**config.mk**
```make
export PLATFORM = sky130hd
export DESIGN_NAME = synchronizer_debounce
export DESIGN_NICKNAME = d
export VERILOG_FILES = /design/src/rtl/synchronizer_debounce.sv
export SDC_FILE = /design/constraint.sdc
export NUM_CORES = 1
export LEC_CHECK = 0
export CORE_ASPECT_RATIO = 0.7
export CORE_MARGIN = 5
export CORE_UTILIZATION = 40
export CTS_CLUSTER_DIAMETER = 40
export DETAILED_ROUTE_END_ITERATION = 6
export GPL_ROUTABILITY_DRIVEN = 0
export PLACE_DENSITY = 0.64
export REMOVE_ABC_BUFFERS = 1
export SYNTH_ARGS = -nofsm -noshare
export SYNTH_HDL_FRONTEND = slang
export SYNTH_SLANG_ARGS = --single-unit
export TNS_END_PERCENT = 5
```
**constraint.sdc**
```tcl
create_clock -name clk -period 1.8 [get_ports clk]
set_input_delay 0.18 -clock clk [delete_from_list [all_inputs] [get_ports clk]]
set_output_delay 0.18 -clock clk [all_outputs]
set_load 0.01 [all_outputs]
```
**src/rtl/synchronizer_debounce.sv**
```systemverilog
// -----------------------------------------------------------------------------
// synchronizer_debounce
//
// Brings NCH asynchronous inputs into the clk domain through an NSTAGES-deep
// flop chain each, then debounces every channel: a new level is accepted only
// after it has been seen on DB_CYCLES consecutive rising edges. An accepted
// change can be flagged with single-cycle rise/fall pulses.
//
// Optional feature macro: SYNCHRONIZER_DEBOUNCE_EDGE_EN
//   defined   -> rise/fall are registered edge pulses
//   undefined -> rise/fall are present but tied to 0 (no flops)
//
// Parameters:
//   NCH       number of independent channels (1..16)
//   NSTAGES   synchronizer stages per channel (2..4)
//   DB_CYCLES stable edges required to accept a new level (1..255)
//
// Ports:
//   clk    in   sole clock, rising edge
//   rst_n  in   asynchronous active-low reset
//   d      in   [NCH] raw asynchronous inputs
//   q      out  [NCH] synchronized, debounced level
//   rise   out  [NCH] one-cycle pulse on accepted 0->1
//   fall   out  [NCH] one-cycle pulse on accepted 1->0
// -----------------------------------------------------------------------------
module synchronizer_debounce #(
    parameter int NCH       = 4,
    parameter int NSTAGES   = 2,
    parameter int DB_CYCLES = 8
) (
    input  logic           clk,
    input  logic           rst_n,
    input  logic [NCH-1:0] d,
    output logic [NCH-1:0] q,
    output logic [NCH-1:0] rise,
    output logic [NCH-1:0] fall
);

    localparam int            CW      = $clog2(DB_CYCLES + 1);
    localparam logic [CW-1:0] CNT_MAX = CW'(DB_CYCLES - 1);

    // The per-channel state is implied by comparing s with q, so it needs no
    // register of its own; the enum just names the two cases.
    typedef enum logic {
        ST_STABLE  = 1'b0,
        ST_PENDING = 1'b1
    } ch_state_e;

    logic [NCH-1:0] chain [NSTAGES];
    logic [NCH-1:0] s;
    logic [CW-1:0]  cnt_r   [NCH];
    logic [CW-1:0]  cnt_nxt [NCH];
    logic [NCH-1:0] q_r;
    logic [NCH-1:0] q_nxt;
    ch_state_e      st [NCH];

    // Synchronizer: plain flop-to-flop chain, nothing in between stages.
    // NOTE: every flop, the chain included, is cleared by the async reset so
    // that no stale metastable-era sample survives into the debouncer.
    always_ff @(posedge clk or negedge rst_n) begin
        if (!rst_n) begin
            for (int j = 0; j < NSTAGES; j++) chain[j] <= '0;
        end else begin
            chain[0] <= d;
            for (int j = 1; j < NSTAGES; j++) chain[j] <= chain[j-1];
        end
    end

    assign s = chain[NSTAGES-1];

    // Next-state logic for the debounce counters and levels.
    // NOTE: every output of this block gets a default before the case so no
    // path leaves a value unassigned and no latch is inferred.
    always_comb begin
        q_nxt = q_r;
        for (int i = 0; i < NCH; i++) begin
            cnt_nxt[i] = '0;
            st[i]      = (s[i] == q_r[i]) ? ST_STABLE : ST_PENDING;
            case (st[i])
                ST_STABLE: cnt_nxt[i] = '0;  // a glitch that ended is forgotten
                ST_PENDING: begin
                    if (cnt_r[i] == CNT_MAX) begin
                        q_nxt[i] = s[i];     // stable long enough: accept
                    end else begin
                        cnt_nxt[i] = cnt_r[i] + CW'(1);
                    end
                end
                default: cnt_nxt[i] = '0;
            endcase
        end
    end

    // NOTE: state registers use non-blocking assignments so every flop samples
    // the pre-edge values regardless of process evaluation order.
    always_ff @(posedge clk or negedge rst_n) begin
        if (!rst_n) begin
            q_r <= '0;
            for (int i = 0; i < NCH; i++) cnt_r[i] <= '0;
        end else begin
            q_r <= q_nxt;
            for (int i = 0; i < NCH; i++) cnt_r[i] <= cnt_nxt[i];
        end
    end

    assign q = q_r;

`ifdef SYNCHRONIZER_DEBOUNCE_EDGE_EN
    logic [NCH-1:0] rise_r;
    logic [NCH-1:0] fall_r;

    // Pulses are registered alongside q, so they are high exactly in the
    // cycle where q shows its new value. q only moves one way per edge, so
    // rise and fall can never coincide.
    always_ff @(posedge clk or negedge rst_n) begin
        if (!rst_n) begin
            rise_r <= '0;
            fall_r <= '0;
        end else begin
            rise_r <= q_nxt & ~q_r;
            fall_r <= ~q_nxt & q_r;
        end
    end

    assign rise = rise_r;
    assign fall = fall_r;
`else
    assign rise = '0;
    assign fall = '0;
`endif

endmodule
```
[Word-level counts from Yosys, hierarchy flattened]
Index checks and enable logic that the tools add are counted.
W data, S select, Z words.
Word-level totals
  logic and storage cells: 42
  flip-flop bits (word level): 28
  output and inout bits: 12
  input port bits: 6
Operators by class
  bitwise logic cells: 4
  muxes and demuxes: 12
  reductions and logical operators: 4
  $add $sub $neg: 4
  equal/unequal tests: 8
Operators by type and width (number)
  $pmux W4 S2: 4
  $add A4 B1 Y4 const B: 4
  $eq A4 B3 Y1 const B: 4
  $mux W4: 4
  $reduce_and A2 Y1: 4
  $eq A1 B1 Y1: 4
  $mux W1: 4
  $not A1 Y1: 4

[Logic depth before layout (Yosys ltp)]
Gate-level depths: netlist of run 1.
  depth in word-level cells: 3
  mapped depth: 4
  gate-level depth less buffers: 4

[Worst setup path after synthesis of run 1]
OpenSTA, ideal clock, no wires.
  path type: reg2reg
  from: register cnt_r[8] (netlist name)
  to: register q_r[1] (netlist: q[1])
  library setup time: 0.125 ns
  path slack: 0.650 ns
  data arrival time: 1.025 ns
  buffers on the path: 0
  period minus slack after synthesis: 1.150 ns
  data required time: 1.675 ns
  cell stages (with the launch flop): 5
  cells stage by stage: dfrtp_1 > ha_1 > nand2_1 > nor2_2 > mux2_2
Between the ends
  word-level cells in the longest chain between the ends: 2
RTL lines
  from (decl): RTL line 51  | logic [CW-1:0] cnt_r [NCH];
  $eq A4 B3 Y1: RTL line 82  | if (cnt_r[i] == CNT_MAX) begin
  $reduce_and A2 Y1 (no source line)
  to (signal assigned): RTL line 100  | q_r <= q_nxt;
  to (decl): RTL line 53  | logic [NCH-1:0] q_r;
Every way passes these cells.
A chain may end at the register's enable or synchronous reset.

[Worst setup path in the final report of run 1]
  from: register q_r[0] (netlist: q[0])
  to: output port q[0]
RTL lines
  to (decl): RTL line 34  | output logic [NCH-1:0] q,
No word-level cell between the ends.

==> flow_summary.html, run 1 <==
<table>
<tr><th>Metric</th><th>Value</th></tr>
<tr><th colspan="2">Run status</th></tr>
<tr><td>Result of the run</td><td>completed</td></tr>
<tr><th colspan="2">Yosys</th></tr>
<tr><td>Synth cell types</td><td>16</td></tr>
<tr><td>Number of synthesized register bits</td><td>28</td></tr>
<tr><td>Mean area per synthesized cell</td><td>between 10 and 15 µm²</td></tr>
<tr><td>Register area share after synthesis</td><td>a little over 60%</td></tr>
<tr><td>Ys Warns</td><td>0</td></tr>
<tr><td>Cell Area, Synth</td><td>between 1000 and 1500 µm²</td></tr>
<tr><td>Gate count of the mapped netlist</td><td>just under 90</td></tr>
<tr><th colspan="2">Die</th></tr>
<tr><td>Die area</td><td>around 4000 µm²</td></tr>
<tr><td>Core Box Area</td><td>2740 µm²</td></tr>
<tr><td>Io pins</td><td>18</td></tr>
<tr><td>Horizontal extent of the die</td><td>73.4 µm</td></tr>
<tr><td>Die Span Y</td><td>54.4 µm</td></tr>
<tr><td>Initial core utilization</td><td>between 40 and 50%</td></tr>
<tr><td>Rows</td><td>16</td></tr>
<tr><th colspan="2">Pwr</th></tr>
<tr><td>Worst-case vdd ir drop</td><td>approximately 800 µV</td></tr>
<tr><td>Sequential fraction of design power</td><td>about 54%</td></tr>
<tr><td>Clk network pwr share</td><td>19.1%</td></tr>
<tr><td>Internal</td><td>between 1000 and 1500 µW</td></tr>
<tr><td>Net load switching power</td><td>roughly 470 µW</td></tr>
<tr><td>Net Sw Frac</td><td>28.5%</td></tr>
<tr><td>Leakage power</td><td>roughly 0.00061 µW</td></tr>
<tr><td>Fraction of power consumed by combinational cells</td><td>approximately a quarter</td></tr>
<tr><td>Areal power density over the cells</td><td>between 1000 and 1500 nW/µm²</td></tr>
<tr><th colspan="2">Worst setup path</th></tr>
<tr><td>Cell with the biggest individual delay on the critical path</td><td>sky130_fd_sc_hd__clkdlybuf4s50_1</td></tr>
<tr><td>Top fanout value on the critical path</td><td>3</td></tr>
<tr><td>Crit-path leading delay family</td><td>buffers and inverters</td></tr>
<tr><td>Max incr delay on CP</td><td>roughly 0.56 ns</td></tr>
<tr><td>CP Buf/Inv Count</td><td>1</td></tr>
<tr><td>Kind of critical path</td><td>reg -&gt; out</td></tr>
<tr><td>Required time at the worst-slack endpoint</td><td>1.62 ns</td></tr>
<tr><td>Crit-path cells</td><td>clkdlybuf4s50_1</td></tr>
<tr><td>Kind of launch point of the worst setup path</td><td>flip-flop</td></tr>
<tr><td>CP arrival</td><td>~1.2 ns</td></tr>
<tr><td>Endpoint kind of the worst setup timing path</td><td>output pin</td></tr>
<tr><th colspan="2">Placement</th></tr>
<tr><td>HPWL Detailed</td><td>about 1000 µm</td></tr>
<tr><td>Total cell area at the placement stage</td><td>approximately 1200 µm²</td></tr>
<tr><td>Total of buffers placed on input and output ports</td><td>9</td></tr>
<tr><th colspan="2">Timing</th></tr>
<tr><td>Final setup violation count</td><td>0</td></tr>
<tr><td>Max-slew violation count</td><td>0</td></tr>
<tr><td>Min Hold Slack</td><td>slightly below 0.3 ns</td></tr>
<tr><td>Max frequency</td><td>just over 0.7 GHz</td></tr>
<tr><td>RSZ-0062 raised after global routing</td><td>false</td></tr>
<tr><td>Hold Violations, Final</td><td>0</td></tr>
<tr><td>Clock tree skew after final layout</td><td>roughly 0.00065 ns</td></tr>
<tr><td>Setup_tns</td><td>0 ns</td></tr>
<tr><td>Shortest clock period the worst path allows after layout</td><td>around 1.4 ns</td></tr>
<tr><td>Post-route fraction of the period consumed by the critical path</td><td>between 70% and 80%</td></tr>
<tr><th colspan="2">Global routing</th></tr>
<tr><td>Vias in the first global route</td><td>592</td></tr>
<tr><td>Global-route wire length before repair</td><td>between 2000 and 2500 µm</td></tr>
<tr><td>Initial antenna violation count</td><td>0</td></tr>
<tr><td>GRT overflow</td><td>0</td></tr>
<tr><td>Maximum number of pins on one net before global-route repair</td><td>29</td></tr>
<tr><td>Total routing resource utilization after global routing</td><td>a little over 8%</td></tr>
<tr><th colspan="2">Final layout</th></tr>
<tr><td>Relative area change from synthesis to final layout</td><td>13.3%</td></tr>
<tr><td>Layout Nets</td><td>roughly 110</td></tr>
<tr><td>Finished layout cell area</td><td>between 1000 and 1500 µm²</td></tr>
<tr><td>Inserted Diodes</td><td>0</td></tr>
<tr><td>Commonest cells after routing, fill and taps aside</td><td>sky130_fd_sc_hd__dfrtp_1 (28), sky130_fd_sc_hd__nor2_1 (13), sky130_fd_sc_hd__clkdlybuf4s50_1 (9)</td></tr>
<tr><td>Share of layout cells above drive strength 1</td><td>a little over a tenth</td></tr>
<tr><td>Most common cell after layout, fill and taps aside</td><td>sky130_fd_sc_hd__dfrtp_1</td></tr>
<tr><th colspan="2">Clock network</th></tr>
<tr><td>Maximum clock path buffer count</td><td>2</td></tr>
<tr><td>Maximum level of the CTS H-tree</td><td>1</td></tr>
<tr><td>TritonCTS Sinks</td><td>28</td></tr>
<tr><td>Clock slew seen by the registers of the worst setup and hold paths</td><td>roughly 0.080 ns</td></tr>
<tr><td>Resized Gates After CTS</td><td>0</td></tr>
<tr><td>CTS tree</td><td>built</td></tr>
<tr><td>CTS Hold Bufs</td><td>0</td></tr>
<tr><td>Number of buffers created by CTS</td><td>3</td></tr>
<tr><td>Library cell used as clock root buffer</td><td>sky130_fd_sc_hd__clkbuf_8</td></tr>
<tr><td>Number of buffers added for setup after CTS</td><td>0</td></tr>
<tr><td>Worst-skew pair later-pin latency</td><td>~0.26 ns</td></tr>
<tr><th colspan="2">Drt</th></tr>
<tr><td>Total routed wirelength</td><td>1410 µm</td></tr>
<tr><td>Vias per Instance</td><td>about 4.4</td></tr>
<tr><td>DR pass1 iterations</td><td>3</td></tr>
<tr><td>Detailed-route wire length per cell</td><td>between 10 and 15 µm</td></tr>
<tr><td>Post-DRT Antenna Nets</td><td>0</td></tr>
<tr><td>DRC violation total after the first TritonRoute iteration</td><td>14</td></tr>
<tr><td>DRC violation count after routing</td><td>0</td></tr>
<tr><td>DR vias</td><td>roughly 600</td></tr>
<tr><th colspan="2">Worst hold path</th></tr>
<tr><td>Class of the tightest hold or removal check</td><td>in -&gt; async</td></tr>
<tr><th colspan="2">Run</th></tr>
<tr><td>Max-cap violations</td><td>0</td></tr>
</table>
metrics by stage:
| step | total power (µW) | setup WS (ns) | utilization (%) | std cells |
|---|---|---|---|---|
| 3_5_place_dp | 1360 | 0.548 | 45.0 | 134 |
| 5_1_grt | 1780 | 0.337 | 46.5 | 137 |
| 2_1_floorplan | 1190 | 0.650 | - | 88 |
| 3_3_place_gp | 1340 | 0.586 | 45.0 | 134 |
| 6_report | 1660 | 0.395 | 46.5 | 137 |
| 4_1_cts | 1680 | 0.383 | 46.5 | 137 |
metal layers:
metal  vias up  share of wire, %  global-route usage [%]
met5         -                 0                       0
met4         0              0.50                    3.61
met3         2               7.0                    2.75
met2        15                43                    13.8
met1       285                49                    9.97
li1        297                 -                       -
synth_stat cells:
cell type / n / area share (%)
sky130_fd_sc_hd__mux2_4: 1 / 1.3
sky130_fd_sc_hd__nor2_1: 13 / 4.3
sky130_fd_sc_hd__nand2_1: 3 / 1.0
sky130_fd_sc_hd__nand3_1: 4 / 1.8
sky130_fd_sc_hd__nor2_2: 3 / 1.7
sky130_fd_sc_hd__and2_1: 1 / 0.56
sky130_fd_sc_hd__dfrtp_1: 28 / 62
sky130_fd_sc_hd__xnor2_1: 8 / 6.2
sky130_fd_sc_hd__buf_4: 8 / 5.3
sky130_fd_sc_hd__mux2_2: 3 / 3.0
sky130_fd_sc_hd__ha_1: 4 / 4.4
sky130_fd_sc_hd__nor3_1: 3 / 1.3
sky130_fd_sc_hd__mux2i_1: 4 / 3.6
sky130_fd_sc_hd__nand3b_1: 1 / 0.67
sky130_fd_sc_hd__conb_1: 1 / 0.33
sky130_fd_sc_hd__nor2b_1: 4 / 2.2
cell families (layout without fill, tap and decap cells):
family        Yosys count  after routing  synth area share (%)
flops                  28             28                  62.2
xor+xnor                8              8                  6.22
simple gates           32             32                  13.6
buf+inv                 8             13                  5.33
other cells             1              8                 0.333
fa+ha+maj               4              4                  4.44
mux                     8              8                  7.89
power by group through the flow:
stage	clock network, µW	registers (µW)	logic (µW)
2_1_floorplan	0	907	284
3_3_place_gp	0	906	439
3_5_place_dp	0	910	448
4_1_cts	334	900	450
5_1_grt	352	921	506
6_report	316	898	441
layout make-up:
cell class,instances,area (µm²)
timing repair buffer,10,97.6
sequential,28,701
tap,36,45.0
fill,243,1470
clock buffer,3,41.3
multi-input combinational,60,392
flip-flops by register name, indices dropped and copies added, names as in the netlist:
name   cells
s          4
chain      4
cnt_r     16
q          4
worst paths after layout:
kind | start | to | slack (ns) | cells after the start
hold reg to reg | chain[5]$_DFF_PN0_ | s[1]$_DFF_PN0_ | 0.36 | 0
min in group clk | d[2] | chain[6]$_DFF_PN0_ | 0.35 | 1
max in group asynchronous | rst_n | cnt_r[15]$_DFF_PN0_ | 1.26 | 2
setup reg to reg | cnt_r[8]$_DFF_PN0_ | q[1]$_DFFE_PN0P_ | 0.54 | 4
hold / removal | rst_n | cnt_r[7]$_DFF_PN0_ | 0.29 | 2
setup / recovery | q[0]$_DFFE_PN0P_ | q[0] | 0.39 | 1
Power figures use the tool's default switching activity.
==> run 2, diff against run 1 <==
- clock period: 1.8 -> 1.3 ns (I/O delays scaled with it)
==> run 2 against run 1 <==
Compared with the run above: global-route usage is 0.30 points higher; non-clock buffer count increased by 2; sequential share of layout area shrank 0.69 points; combinational power grew 45%; critical endpoint is now q[1]$_DFFE_PN0P_; largest cell class unchanged; highest routed layer unchanged.
==> flow_summary.html, run 2 (synthesized netlist as in run 1, its figures left out) <==
<table>
<tr><th>Metric</th><th>Value</th></tr>
<tr><th colspan="2">Final layout</th></tr>
<tr><td>Inserted Diodes</td><td>0</td></tr>
<tr><td>Area of the multi-input gates</td><td>between 300 and 400 µm²</td></tr>
<tr><td>Layout Nets</td><td>around 120</td></tr>
<tr><td>Share of layout cells above drive strength 1</td><td>about 14%</td></tr>
<tr><td>Most common cell after layout, fill and taps aside</td><td>sky130_fd_sc_hd__dfrtp_1</td></tr>
<tr><td>Share of the core filled with cells</td><td>approximately 47%</td></tr>
<tr><td>Max reg flops</td><td>16</td></tr>
<tr><td>Relative area change from synthesis to final layout</td><td>14.8%</td></tr>
<tr><td>Register with the most flip-flops</td><td>cnt_r</td></tr>
<tr><td>Filler cell count</td><td>roughly 240</td></tr>
<tr><td>Commonest cells after routing, fill and taps aside</td><td>sky130_fd_sc_hd__dfrtp_1 (28), sky130_fd_sc_hd__nor2_1 (13), sky130_fd_sc_hd__xnor2_1 (8), sky130_fd_sc_hd__conb_1 (8), sky130_fd_sc_hd__clkdlybuf4s50_1 (5)</td></tr>
<tr><td>Combined flip-flop and latch cell area</td><td>701 µm²</td></tr>
<tr><th colspan="2">Timing</th></tr>
<tr><td>Setup_tns</td><td>0 ns</td></tr>
<tr><td>Max frequency</td><td>slightly above 0.8 GHz</td></tr>
<tr><td>Clock tree skew after final layout</td><td>between 0.003 and 0.004 ns</td></tr>
<tr><td>Hold Violations, Final</td><td>0</td></tr>
<tr><td>Max-slew violation count</td><td>0</td></tr>
<tr><td>Final setup violation count</td><td>0</td></tr>
<tr><td>Shortest clock period the worst path allows after layout</td><td>~1.2 ns</td></tr>
<tr><td>RSZ-0062 raised after global routing</td><td>false</td></tr>
<tr><td>Post-route fraction of the period consumed by the critical path</td><td>a little over nine tenths</td></tr>
<tr><th colspan="2">Clock network</th></tr>
<tr><td>CTS Hold Bufs</td><td>0</td></tr>
<tr><td>Number of buffers created by CTS</td><td>3</td></tr>
<tr><td>Maximum clock path buffer count</td><td>2</td></tr>
<tr><td>Worst-skew pair later-pin latency</td><td>between 0.2 and 0.3 ns</td></tr>
<tr><td>Maximum level of the CTS H-tree</td><td>1</td></tr>
<tr><td>Clock slew seen by the registers of the worst setup and hold paths</td><td>about 0.080 ns</td></tr>
<tr><td>TritonCTS Sinks</td><td>28</td></tr>
<tr><td>CTS tree</td><td>built</td></tr>
<tr><td>Library cell used as clock root buffer</td><td>sky130_fd_sc_hd__clkbuf_8</td></tr>
<tr><th colspan="2">Global routing</th></tr>
<tr><td>Vias in the first global route</td><td>slightly above 600</td></tr>
<tr><td>Global-route wire length before repair</td><td>2570 µm</td></tr>
<tr><td>GRT overflow</td><td>0</td></tr>
<tr><td>Total routing resource utilization after global routing</td><td>under 10%</td></tr>
<tr><td>Initial antenna violation count</td><td>0</td></tr>
<tr><td>Maximum number of pins on one net before global-route repair</td><td>29</td></tr>
<tr><th colspan="2">Drt</th></tr>
<tr><td>Total routed wirelength</td><td>1540 µm</td></tr>
<tr><td>DR vias</td><td>~630</td></tr>
<tr><td>DRC violation total after the first TritonRoute iteration</td><td>11</td></tr>
<tr><td>Post-DRT Antenna Nets</td><td>0</td></tr>
<tr><td>Vias per Instance</td><td>4.56</td></tr>
<tr><td>DRC violation count after routing</td><td>0</td></tr>
<tr><td>DR pass1 iterations</td><td>4</td></tr>
<tr><td>Detailed-route wire length per cell</td><td>between 10 and 15 µm</td></tr>
<tr><th colspan="2">Die</th></tr>
<tr><td>Io pins</td><td>18</td></tr>
<tr><td>Core Box Area</td><td>around 2700 µm²</td></tr>
<tr><td>Die area</td><td>between 3000 and 4000 µm²</td></tr>
<tr><td>Initial core utilization</td><td>41.1%</td></tr>
<tr><td>Rows</td><td>16</td></tr>
<tr><td>Horizontal extent of the die</td><td>around 73 µm</td></tr>
<tr><td>Die Span Y</td><td>54.4 µm</td></tr>
<tr><th colspan="2">Placement</th></tr>
<tr><td>HPWL Detailed</td><td>between 1000 and 1500 µm</td></tr>
<tr><td>Total of buffers placed on input and output ports</td><td>9</td></tr>
<tr><th colspan="2">Run status</th></tr>
<tr><td>Result of the run</td><td>completed</td></tr>
<tr><th colspan="2">Worst setup path</th></tr>
<tr><td>Crit-path leading delay family</td><td>flip-flops</td></tr>
<tr><td>Kind of critical path</td><td>reg -&gt; reg</td></tr>
<tr><td>Crit-path cells</td><td>ha_2, nand2_1, nor2_2, mux2_2</td></tr>
<tr><td>CP arrival</td><td>roughly 1.4 ns</td></tr>
<tr><td>Kind of launch point of the worst setup path</td><td>flip-flop</td></tr>
<tr><td>Depth of the worst register-to-register path</td><td>4</td></tr>
<tr><td>Endpoint kind of the worst setup timing path</td><td>flip-flop</td></tr>
<tr><td>Cell with the biggest individual delay on the critical path</td><td>sky130_fd_sc_hd__dfrtp_1</td></tr>
<tr><td>Levels on crit path</td><td>4</td></tr>
<tr><td>Max incr delay on CP</td><td>0.39 ns</td></tr>
<tr><td>CP Buf/Inv Count</td><td>0</td></tr>
<tr><td>Top fanout value on the critical path</td><td>3</td></tr>
<tr><td>Required time at the worst-slack endpoint</td><td>between 1 and 1.5 ns</td></tr>
<tr><th colspan="2">Pwr</th></tr>
<tr><td>Leakage power</td><td>0.000644 µW</td></tr>
<tr><td>Worst-case vdd ir drop</td><td>1130 µV</td></tr>
<tr><td>Areal power density over the cells</td><td>1790 nW/µm²</td></tr>
<tr><th colspan="2">Worst hold path</th></tr>
<tr><td>Class of the tightest hold or removal check</td><td>in -&gt; async</td></tr>
<tr><th colspan="2">Run</th></tr>
<tr><td>Max-cap violations</td><td>0</td></tr>
</table>
[run 2: final timing paths]
path                                    startpoint                  end  slack, ns
worst max register to register  cnt_r[8]$_DFF_PN0_     q[1]$_DFFE_PN0P_       0.06
worst min register to register  chain[5]$_DFF_PN0_       s[1]$_DFF_PN0_       0.36
max in group asynchronous                    rst_n  cnt_r[15]$_DFF_PN0_       0.80
worst min-delay path                         rst_n   cnt_r[7]$_DFF_PN0_       0.24
min in group clk                              d[1]   chain[5]$_DFF_PN0_       0.30
worst max-delay path            cnt_r[8]$_DFF_PN0_     q[1]$_DFFE_PN0P_       0.06
[run 2: cell type report]
type,count,share of cell area (%)
sequential,28,54.2
tap,36,3.48
timing repair buffer,12,8.62
multi-input combinational,60,30.5
clock buffer,3,3.19
[run 2: report_power, final]
group / leakage, µW / internal, µW / total (µW) / switching (µW)
Sequential: 0.000361 / 1080 / 1240 / 158
Clock: 0.0000216 / 207 / 436 / 229
Combinational: 0.000262 / 355 / 641 / 287
[run 2: through the flow]
step                      total power, µW  hold slack [ns]  instances  worst slack [ns]  instance area, µm²
after floorplan                      1650           -0.166         88             0.150                1090
after global placement               1860            0.333        134            0.0896                1230
after detailed placement             1890            0.341        134            0.0577                1230
after CTS                            2350            0.242        139           0.00101                1290
after global routing                 2480            0.285        139           0.00556                1290
final                                2320            0.237        139            0.0575                1290
[run 2: metal layers]
| metal | vias up | global-route usage (%) | routed length [µm] |
|---|---|---|---|
| li1 | 302 | - | - |
| met1 | 311 | 10.9 | 734 |
| met2 | 19 | 14.2 | 702 |
| met3 | 2 | 3.30 | 99 |
| met4 | 0 | 1.81 | 7 |
| met5 | - | 0 | 0 |
[run 2: what timing repair did]
action / in CTS / in global routing
setup endpoints to repair: 4 / 2
resized for setup: 3 / 2
setup buffers: 2 / 0
==> run 3, diff against run 2 <==
--- a/config.mk
+++ b/config.mk
@@ -12,4 +12,5 @@
 export DETAILED_ROUTE_END_ITERATION = 6
 export GPL_ROUTABILITY_DRIVEN = 0
+export MAX_ROUTING_LAYER = met4
 export PLACE_DENSITY = 0.64
 export REMOVE_ABC_BUFFERS = 1
==> constraint.sdc (replaced) <==
create_clock -name clk -period 1.3 [get_ports clk]
set_input_delay 0.13 -clock clk [delete_from_list [all_inputs] [get_ports clk]]
set_output_delay 0.13 -clock clk [all_outputs]
set_load 0.05 [all_outputs]
==> run 3 against run 2 <==
Compared with the run above: first-iteration DRC count stayed put; utilization increased by 0.87 points; global-route usage is 0.17 points lower; sequential share of layout area shrank 0.98 points; register-to-register slack barely moved; die area unchanged; largest cell class unchanged; largest power group unchanged.
==> flow_summary.html, run 3 (synthesized netlist as in run 1, its figures left out) <==
<table>
<tr><th>Metric</th><th>Value</th></tr>
<tr><th colspan="2">Run status</th></tr>
<tr><td>Result of the run</td><td>completed</td></tr>
<tr><th colspan="2">Drt</th></tr>
<tr><td>DR vias</td><td>approximately 600</td></tr>
<tr><td>DRC violation count after routing</td><td>0</td></tr>
<tr><td>Vias per Instance</td><td>4.37</td></tr>
<tr><td>DRC violation total after the first TritonRoute iteration</td><td>11</td></tr>
<tr><td>Post-DRT Antenna Nets</td><td>0</td></tr>
<tr><td>Detailed-route wire length per cell</td><td>around 11 µm</td></tr>
<tr><td>Total routed wirelength</td><td>around 1500 µm</td></tr>
<tr><td>DR pass1 iterations</td><td>3</td></tr>
<tr><th colspan="2">Die</th></tr>
<tr><td>Rows</td><td>16</td></tr>
<tr><td>Horizontal extent of the die</td><td>~73 µm</td></tr>
<tr><td>Die area</td><td>approximately 4000 µm²</td></tr>
<tr><td>Core Box Area</td><td>2740 µm²</td></tr>
<tr><td>Initial core utilization</td><td>between 40% and 50%</td></tr>
<tr><td>Io pins</td><td>18</td></tr>
<tr><td>Die Span Y</td><td>approximately 54 µm</td></tr>
<tr><th colspan="2">Clock network</th></tr>
<tr><td>Maximum clock path buffer count</td><td>2</td></tr>
<tr><td>TritonCTS Sinks</td><td>28</td></tr>
<tr><td>Number of buffers created by CTS</td><td>3</td></tr>
<tr><td>Number of buffers added for setup after CTS</td><td>0</td></tr>
<tr><td>Maximum level of the CTS H-tree</td><td>1</td></tr>
<tr><td>Worst-skew pair later-pin latency</td><td>0.27 ns</td></tr>
<tr><td>Resized Gates After CTS</td><td>0</td></tr>
<tr><td>Library cell used as clock root buffer</td><td>sky130_fd_sc_hd__clkbuf_8</td></tr>
<tr><td>Clock slew seen by the registers of the worst setup and hold paths</td><td>around 0.09 ns</td></tr>
<tr><td>CTS tree</td><td>built</td></tr>
<tr><td>CTS Hold Bufs</td><td>0</td></tr>
<tr><th colspan="2">Worst setup path</th></tr>
<tr><td>Crit-path leading delay family</td><td>flip-flops</td></tr>
<tr><td>Kind of critical path</td><td>reg -&gt; reg</td></tr>
<tr><td>Max incr delay on CP</td><td>0.39 ns</td></tr>
<tr><td>Endpoint kind of the worst setup timing path</td><td>flip-flop</td></tr>
<tr><td>CP Buf/Inv Count</td><td>0</td></tr>
<tr><td>Top fanout value on the critical path</td><td>3</td></tr>
<tr><td>Required time at the worst-slack endpoint</td><td>~1.5 ns</td></tr>
<tr><td>Crit-path cells</td><td>ha_1, nand2_1, nor2_2, mux2_2</td></tr>
<tr><td>Kind of launch point of the worst setup path</td><td>flip-flop</td></tr>
<tr><td>Cell with the biggest individual delay on the critical path</td><td>sky130_fd_sc_hd__dfrtp_1</td></tr>
<tr><td>CP arrival</td><td>about 1.4 ns</td></tr>
<tr><th colspan="2">Global routing</th></tr>
<tr><td>Initial antenna violation count</td><td>0</td></tr>
<tr><td>GRT overflow</td><td>0</td></tr>
<tr><td>Vias in the first global route</td><td>roughly 540</td></tr>
<tr><td>Total routing resource utilization after global routing</td><td>between 8 and 9%</td></tr>
<tr><td>Global-route wire length before repair</td><td>between 2000 and 2500 µm</td></tr>
<tr><td>Maximum number of pins on one net before global-route repair</td><td>29</td></tr>
<tr><th colspan="2">Pwr</th></tr>
<tr><td>Areal power density over the cells</td><td>about 2000 nW/µm²</td></tr>
<tr><td>Worst-case vdd ir drop</td><td>between 1000 and 1500 µV</td></tr>
<tr><td>Leakage power</td><td>about 0.00063 µW</td></tr>
<tr><th colspan="2">Timing</th></tr>
<tr><td>Setup_tns</td><td>0 ns</td></tr>
<tr><td>RSZ-0062 raised after global routing</td><td>false</td></tr>
<tr><td>Hold Violations, Final</td><td>0</td></tr>
<tr><td>Final setup violation count</td><td>0</td></tr>
<tr><td>Max frequency</td><td>between 0.7 and 0.8 GHz</td></tr>
<tr><td>Clock tree skew after final layout</td><td>between 0.006 and 0.007 ns</td></tr>
<tr><td>Max-slew violation count</td><td>0</td></tr>
<tr><td>Shortest clock period the worst path allows after layout</td><td>~1.3 ns</td></tr>
<tr><td>Post-route fraction of the period consumed by the critical path</td><td>a little over nine tenths</td></tr>
<tr><th colspan="2">Final layout</th></tr>
<tr><td>Most common cell after layout, fill and taps aside</td><td>sky130_fd_sc_hd__dfrtp_1</td></tr>
<tr><td>Layout Nets</td><td>about 110</td></tr>
<tr><td>Share of layout cells above drive strength 1</td><td>between 10 and 15%</td></tr>
<tr><td>Commonest cells after routing, fill and taps aside</td><td>sky130_fd_sc_hd__dfrtp_1 (28), sky130_fd_sc_hd__nor2_1 (13), sky130_fd_sc_hd__xnor2_1 (8), sky130_fd_sc_hd__conb_1 (8), sky130_fd_sc_hd__clkdlybuf4s50_1 (5)</td></tr>
<tr><td>Final non-filler cell total</td><td>around 140</td></tr>
<tr><td>Max reg flops</td><td>16</td></tr>
<tr><td>Relative area change from synthesis to final layout</td><td>16.9%</td></tr>
<tr><td>Register with the most flip-flops</td><td>cnt_r</td></tr>
<tr><td>Filler cell count</td><td>240</td></tr>
<tr><td>Inserted Diodes</td><td>0</td></tr>
<tr><th colspan="2">Run</th></tr>
<tr><td>Max-cap violations</td><td>0</td></tr>
<tr><th colspan="2">Worst hold path</th></tr>
<tr><td>Class of the tightest hold or removal check</td><td>in -&gt; async</td></tr>
<tr><th colspan="2">Placement</th></tr>
<tr><td>Cell count after placement</td><td>approximately 130</td></tr>
<tr><td>Total of buffers placed on input and output ports</td><td>9</td></tr>
<tr><td>HPWL Detailed</td><td>around 1100 µm</td></tr>
</table>
run 3: cell count changes in the layout (fill, tap and decap cells not counted):
| cell | delta |
|---|---|
| sky130_fd_sc_hd__dlygate4sd2_1 | -3 |
| sky130_fd_sc_hd__buf_12 | +4 |
| sky130_fd_sc_hd__dlymetal6s2s_1 | -1 |
| sky130_fd_sc_hd__ha_1 | +1 |
| sky130_fd_sc_hd__buf_4 | -2 |
| sky130_fd_sc_hd__ha_2 | -1 |
run 3: final cells by class:
type	instances	area, µm²	area share [%]
Clock buffer	3	41.3	3.14
Multi-Input combinational cell	60	392	29.8
Sequential cell	28	701	53.2
Tap cell	36	45.0	3.42
Timing Repair Buffer	10	138	10.5
run 3: layer usage:
layer	wire (µm)	vias up	part of all wire, %	GRT usage, %
li1	-	295	-	-
met1	702	287	48	10.1
met2	657	15	45	12.3
met3	100	2	6.8	3.30
met4	9	0	0.61	4.52
met5	0	-	0	-
run 3: worst register-to-register path, cell delays in order, from the launching register on:
cell and delay (ns):
sky130_fd_sc_hd__dfrtp_1 0.39, sky130_fd_sc_hd__ha_1 0.21, sky130_fd_sc_hd__nand2_1 0.08, sky130_fd_sc_hd__nor2_2 0.12
sky130_fd_sc_hd__mux2_2 0.34
run 3: through the flow:
stage | worst slack, ns | total power [µW] | cell area (µm²) | hold WS (ns) | utilization, %
finish | 0.0487 | 2650 | 1320 | 0.231 | 48.0
global route | 0.00655 | 2810 | 1320 | 0.273 | 48.0
CTS | 0.0566 | 2680 | 1320 | 0.245 | 48.0
floorplan | 0.0898 | 1850 | 1090 | -0.166 | -
detailed placement | 0.0684 | 2230 | 1270 | 0.339 | 46.5
global placement | 0.0827 | 2210 | 1270 | 0.334 | 46.5
run 3: power by group:
group | switching [µW] | internal [µW] | leakage (µW)
clock | 238 | 207 | 0.0000216
combinational | 468 | 462 | 0.000242
sequential | 194 | 1080 | 0.000361
run 3: final timing paths:
kind | slack, ns | cells past startpoint | from | to
setup / recovery | 0.05 | 4 | cnt_r[8]$_DFF_PN0_ | q[1]$_DFFE_PN0P_
hold / removal | 0.23 | 2 | rst_n | q[3]$_DFFE_PN0P_
setup reg to reg | 0.05 | 4 | cnt_r[8]$_DFF_PN0_ | q[1]$_DFFE_PN0P_
hold reg to reg | 0.36 | 0 | chain[4]$_DFF_PN0_ | s[0]$_DFF_PN0_
max in group asynchronous | 0.81 | 2 | rst_n | s[1]$_DFF_PN0_
min in group clk | 0.30 | 1 | d[0] | chain[4]$_DFF_PN0_
